<file path="src/rtl/ifetch_ir.sv">
// Instruction fetch and IR stage: one fetch per request over a req/gnt/rvalid
// handshake, with pc redirect handling and decoded IR fields.
module ifetch_ir #(
  parameter int              XLEN      = 32,
  parameter logic [XLEN-1:0] RESET_PC  = 32'h0000_0000,
  parameter logic [XLEN-1:0] NOP_INSTR = 32'h0000_0013
) (
  input  logic            clk,
  input  logic            rst_n,
  input  logic            fetch_start,
  input  logic            pc_load,
  input  logic [XLEN-1:0] pc_target,
  output logic            imem_req,
  output logic [XLEN-1:0] imem_addr,
  input  logic            imem_gnt,
  input  logic            imem_rvalid,
  input  logic [XLEN-1:0] imem_rdata,
  output logic [XLEN-1:0] pc,
  output logic [XLEN-1:0] ir,
  output logic [6:0]      opcode,
  output logic [14:0]     r,
  output logic [4:0]      rs1,
  output logic [4:0]      rs2,
  output logic            busy,
  output logic            fetch_done,
  output logic            misalign
);

  typedef enum logic [1:0] {
    IDLE = 2'd0,
    REQ  = 2'd1,
    WAIT = 2'd2
  } state_t;

  state_t          state;
  logic            pend_valid;
  logic [XLEN-1:0] pend_pc;
  logic [XLEN-1:0] target_aligned;
  logic            complete;

  // Misaligned targets are still loaded, with the low bits dropped.
  assign target_aligned = {pc_target[XLEN-1:2], 2'b00};

  assign complete = ((state == REQ) && imem_gnt && imem_rvalid) ||
                    ((state == WAIT) && imem_rvalid);

  always_ff @(posedge clk or negedge rst_n) begin
    if (!rst_n) begin
      state      <= IDLE;
      pc         <= RESET_PC;
      ir         <= NOP_INSTR;
      imem_req   <= 1'b0;
      fetch_done <= 1'b0;
      misalign   <= 1'b0;
      pend_valid <= 1'b0;
      pend_pc    <= RESET_PC;
    end else begin
      fetch_done <= 1'b0;
      if (pc_load && (pc_target[1:0] != 2'b00))
        misalign <= 1'b1;

      case (state)
        IDLE: begin
          if (pc_load)
            pc <= target_aligned;
          if (fetch_start) begin
            state    <= REQ;
            imem_req <= 1'b1;
          end
        end
        REQ, WAIT: begin
          if (complete) begin
            ir         <= imem_rdata;
            fetch_done <= 1'b1;
            imem_req   <= 1'b0;
            state      <= IDLE;
            pend_valid <= 1'b0;
            // A redirect in the completion cycle beats an older pending one.
            if (pc_load)
              pc <= target_aligned;
            else if (pend_valid)
              pc <= pend_pc;
            else
              pc <= pc + XLEN'(4);
          end else begin
            if (pc_load) begin
              pend_valid <= 1'b1;
              pend_pc    <= target_aligned;
            end
            if ((state == REQ) && imem_gnt) begin
              state    <= WAIT;
              imem_req <= 1'b0;
            end
          end
        end
        default: begin
          state    <= IDLE;
          imem_req <= 1'b0;
        end
      endcase
    end
  end

  // pc never moves while a fetch is in flight, so it doubles as the address.
  assign imem_addr = pc;
  assign busy      = (state != IDLE);
  assign opcode    = ir[6:0];
  assign r         = {ir[31:25], ir[14:12], ir[11:7]};
  assign rs1       = ir[19:15];
  assign rs2       = ir[24:20];

endmodule

</file>
<file path="config.mk">
export PLATFORM = sky130hd
export DESIGN_NAME = ifetch_ir
export DESIGN_NICKNAME = d
export VERILOG_FILES = /design/src/rtl/ifetch_ir.sv
export SDC_FILE = /design/constraint.sdc
export NUM_CORES = 1
export LEC_CHECK = 0
export CORE_ASPECT_RATIO = 0.8
export CORE_UTILIZATION = 44
export DETAILED_ROUTE_END_ITERATION = 10
export GPL_TIMING_DRIVEN = 0
export PLACE_DENSITY_LB_ADDON = 0.12
export SLEW_MARGIN = 20
export SYNTH_ARGS = -nofsm -noshare
export SYNTH_HDL_FRONTEND = slang
export SYNTH_SLANG_ARGS = --single-unit
</file>
<file path="constraint.sdc">
create_clock -name clk -period 3.1 [get_ports clk]
set_clock_uncertainty 0.15 [all_clocks]
set_input_delay 0.31 -clock clk [delete_from_list [all_inputs] [get_ports clk]]
set_output_delay 0.31 -clock clk [all_outputs]
set_load 0.03 [all_outputs]
</file>
## After elaboration in Yosys (flattened, before gate mapping)

Index checks and enable logic that the tools add are counted.

- Flip-flop bits (word level): 100
- Bits in latches: 0
- Memory bits (writable): 0
- ROM bits: 0
- Bits of input ports: 70
- Memories: 0

- Add/subtract/negate cells: 1
- Multipliers: 0
- Div/mod/pow operators: 0
- $lt $le $gt $ge: 0
- Equal/unequal tests: 6
- Shift-type cells: 0
- Mux-type cells: 17
- Bitwise gates (word level): 1
- Reduce and logical (&&, ||, !) cells: 16

Operator list:

| cell | number |
|---|---|
| $mux W32 | 4 |
| $pmux W32 S2 | 1 |
| $add A32 B3 Y32 const B | 1 |
| $reduce_bool A2 Y1 | 4 |
| $mux W1 | 7 |
| $mux W2 | 3 |
| $ne A2 B2 Y1 const B | 3 |
| $reduce_and A2 Y1 | 3 |
| $reduce_and A3 Y1 | 2 |
| $logic_and A1 B1 Y1 | 4 |
| $pmux W2 S2 | 1 |
| $ne A3 B3 Y1 const B | 1 |
| $eq A2 B1 Y1 const B | 1 |
| $eq A2 B2 Y1 const B | 1 |
| $logic_not A2 Y1 | 1 |
| $pmux W1 S2 | 1 |
| $reduce_or A2 Y1 | 1 |
| $logic_or A1 B1 Y1 | 1 |
| $not A1 Y1 | 1 |

## Depth between registers and ports, before layout

- Depth in word-level cells: 6
- Mapped depth: 9
- Mapped depth without buffers: 7

## Least setup slack after synthesis

Ideal clock, no wire load.

- Kind: reg2reg
- Start point: register state[0]
- End point: register pc[17] (netlist: imem_addr[17])
- Library setup time: 0.138 ns
- Arrival time: 2.194 ns
- Data required time: 2.812 ns
- Slack: 0.617 ns
- Stages on the path, launching flop included: 9
- Buffers on the path: 2
- Clock period less this slack: 2.483 ns
- Cells stage by stage: dfrtp_1 inv_1 ha_1 a21boi_1 or2_2 clkbuf_1 buf_2 a222oi_1 o21ai_0

- Longest elaborated chain between the ends: 6

Ends and longest elaborated chain:

| what | line | RTL |
|---|---|---|
| start, declared | 35 | `state_t state;` |
| start signal, assigned | 49 | `state <= IDLE;` |
| start signal, assigned | 67 | `state <= REQ;` |
| start signal, assigned | 76 | `state <= IDLE;` |
| $eq A2 B1 Y1 | 44, 62 |  |
| $logic_and A1 B1 Y1 (2 in series) | 44 | `assign complete = ((state == REQ) && imem_gnt && imem_rvalid) \|\|` |
| $logic_or A1 B1 Y1 | 44 |  |
| $ne A2 B2 Y1 (no source line) | - |  |
| $reduce_and A3 Y1 (no source line) | - |  |
| end signal, assigned | 65 | `pc <= target_aligned;` |
| end signal, assigned | 80 | `pc <= target_aligned;` |
| end signal, assigned | 82 | `pc <= pend_pc;` |
| end, declared | 18 | `output logic [XLEN-1:0] pc,` |

Parallel ways exist; a longest one is shown, timed or not.
A chain may end at the register's enable or synchronous reset.

## Worst setup path in the final report

- Start point: register state[0]
- End point: register pc[20] (netlist: imem_addr[20])

The elaborated chain is that of the path after synthesis.

==> flow_metrics.tcl <==
set metrics [dict create \
    status "finished clean" \
    fp.dieH_um 99.2 \
    yosysMostFrequentCell "dfrtp_1" \
    yosysTopAreaCellShare_pct 45.3 \
    syn_to_final_growth_pct 48.7 \
    clockRootBuffer "clkbuf_16" \
    finalHoldViolations 0 \
    criticalPathCategory "register to register" \
    synthTopCellsByArea "dfrtp_1, mux2_2, buf_4" \
    stdcell_area_mm2 0.00773 \
    htree_levels 3 \
    rsz0062_at_grt "true" \
    overflow 0 \
    grt_pass1_vias 4406 \
    post-dp-hpwl_mm 11.0 \
    clock_latency_ns 0.35 \
    yosys_warnings 0 \
    placed_cell_area_mm2 0.00739 \
    synth_seq_cells 97 \
    endpoint_kind "register" \
    setup_viol 0 \
    drc_errors 0 \
    wire_per_inst_um 17.4 \
    fmax_mhz 330 \
    dieWidth_um 124 \
    critPathArrivalTime_ns 3.13 \
    antennaDiodeCount 0 \
    clkTransAtPathRegs_ns 0.07 \
    cts_tree "yes" \
    ys_top_cells_by_count "dfrtp_1, buf_4, mux2_2" \
    ys_seq_area_share_pct 46.8 \
    tightestPinTransition_ns 1.15 \
    rows 35 \
    dp_worst_setup_slack_ns 0.156 \
    period_needed_ns 3.03 \
    cts_resized 0 \
    drt-vias-per-instance 5.30 \
    gp_congestion 0.827 \
    finalCritPeriodShare_pct 97.8 \
    grt_start_max_net_pins 71 \
    fin_nets 770 \
    yosys.area.top_type "dfrtp_1" \
    netlist_instances 482 \
    post_cts_buffers 0 \
    drt_iter0_markers 330 \
    die_area_mm2 0.0123 \
    synthArstFlopShare_pct 100 \
    grt_antenna_before_repair 0 \
    peakVddDrop_uv 727 \
    ant_nets 0 \
    relSlewSlack_pct 22.5 \
    drt_wl_total_mm 14.7 \
    crit_fanout 10 \
    p_leak_nw 3.23 \
    grt_use_total_pct 24.6 \
    ioPinCount 202 \
    drt-pass1-iter-count 7 \
    num_vias 4493 \
    worst_slack_ns 0.0682 \
    cts_inserted_buffers 9 \
    slew_violations 0 \
    grt_pass1_wl_mm 22.9 \
    drv_cap 0 \
    p_per_area_mw_per_mm2 1280 \
    tns_ns 0 \
    dp_cells 831 \
    power_mw 9.91 \
    synth_ff_type "dfrtp_1" \
    cp_data_required_time_ns 3.20 \
    synth_area_mm2 0.00520 \
    start_util_pct 45.1 \
    syn_area_per_cell_um2 10.8 \
    fill_cells 905 \
    synth_cell_type_count 54 \
    instances_no_fill 848 \
    critPathLaunchType "register" \
    drive_gt1_share_pct 22.9 \
    cts.sinks 97 \
    clk_path_buf_depth 2 \
    min_path_type "input pin to asynchronous set/reset pin" \
    synth-edff-count 0 \
    core_area_mm2 0.0115 \
    port_buffers 197 \
]
critical path: stages, from the launching register on:
cell	delay, ns
dfrtp_1	0.44
inv_1	0.09
ha_1	0.39
nor2b_1	0.17
a311oi_1	0.92
clkbuf_1	0.51
nand3_1	0.15
o221ai_1	0.12
repair_timing:
item                                    4_1_cts  5_1_grt
endpoints found under the hold margin        27        0
endpoints found under the setup margin        0       16
hold buffers                                  1        0
where the power goes:
group | switching (mW) | internal, mW
Combinational | 3.29 | 2.87
Clock | 0.476 | 0.728
Sequential | 0.628 | 1.92
Total | 4.39 | 5.52
worst paths after layout:
kind | start | end | slack [ns] | cells after the start
min in group clk | misalign$_DFFE_PN0P_ | misalign$_DFFE_PN0P_ | 0.31 | 1
hold reg to reg | misalign$_DFFE_PN0P_ | misalign$_DFFE_PN0P_ | 0.31 | 1
max in group asynchronous | rst_n | ir[1]$_DFFE_PN1P_ | 1.88 | 3
setup / recovery | state[0]$_DFFE_PN0P_ | imem_addr[20]$_DFFE_PN0P_ | 0.07 | 7
setup reg to reg | state[0]$_DFFE_PN0P_ | imem_addr[20]$_DFFE_PN0P_ | 0.07 | 7
hold / removal | rst_n | ir[7]$_DFFE_PN0P_ | 0.25 | 2
stage by stage:
stage          hold slack [ns]  util (%)
3_5_place_dp            0.0513      64.2
4_1_cts                  0.256      67.1
6_report                 0.251      67.1
5_1_grt                  0.272      67.1
3_3_place_gp             0.303      64.0
2_1_floorplan           -0.136         -
sequential cells by signal, summed over array words and instances (netlist names):
name        count
ir             32
imem_addr      30
pend_pc        30
state           2
fetch_done      1
misalign        1
pend_valid      1
cells by family (layout without fill, tap and decap cells):
group	count (synthesis)	after routing	share of synthesized area [%]
buffers and inverters	95	310	11.7
other	1	4	0.0722
adders and majority gates	5	5	1.20
muxes	67	67	14.4
xor gates and xnor gates	19	19	3.20
AOI/OAI and AO/OA	92	92	11.7
DFF	97	97	46.8
and+or+nand+nor	106	106	11.0
cell type report:
cell class | instances | area [um2] | share of cell area (%)
clock buffers | 11 | 243 | 3.14
multi-input cells | 293 | 2170 | 28.1
plain buffers | 88 | 583 | 7.55
inverters | 7 | 26.3 | 0.340
clock inverters | 5 | 78.8 | 1.02
well taps | 148 | 185 | 2.40
repair buffers | 199 | 2010 | 26.0
flip-flops and latches | 97 | 2430 | 31.5
per-layer routing:
| metal | vias up | GRT usage [%] | part of all wire, % |
|---|---|---|---|
| met4 | 0 | 6.39 | 1.0 |
| met3 | 12 | 4.93 | 6.1 |
| met2 | 181 | 41.8 | 51 |
| met1 | 2219 | 32.0 | 42 |
| li1 | 2081 | - | - |
| met5 | - | 0 | 0 |
cells in the final DEF (no fill, tap or decap), types with 4 or more instances in the layout:
cell type          n
a222oi_1           9
o21ai_0           21
a31oi_1            4
clkbuf_1          16
mux2_2            62
a21oi_1           25
ha_1               5
nand4_1           10
nand3_1           13
buf_4             66
nand2_1           31
a22oi_1            4
mux2i_1            5
and3_1             9
xnor2_1            4
dfrtp_1           94
o221ai_1           4
buf_2              4
o211ai_1           6
clkdlybuf4s50_1  196
conb_1             4
xor2_1            15
nor2_1            21
inv_1              7
clkbuf_16          9
Power figures use the tool's default switching activity.
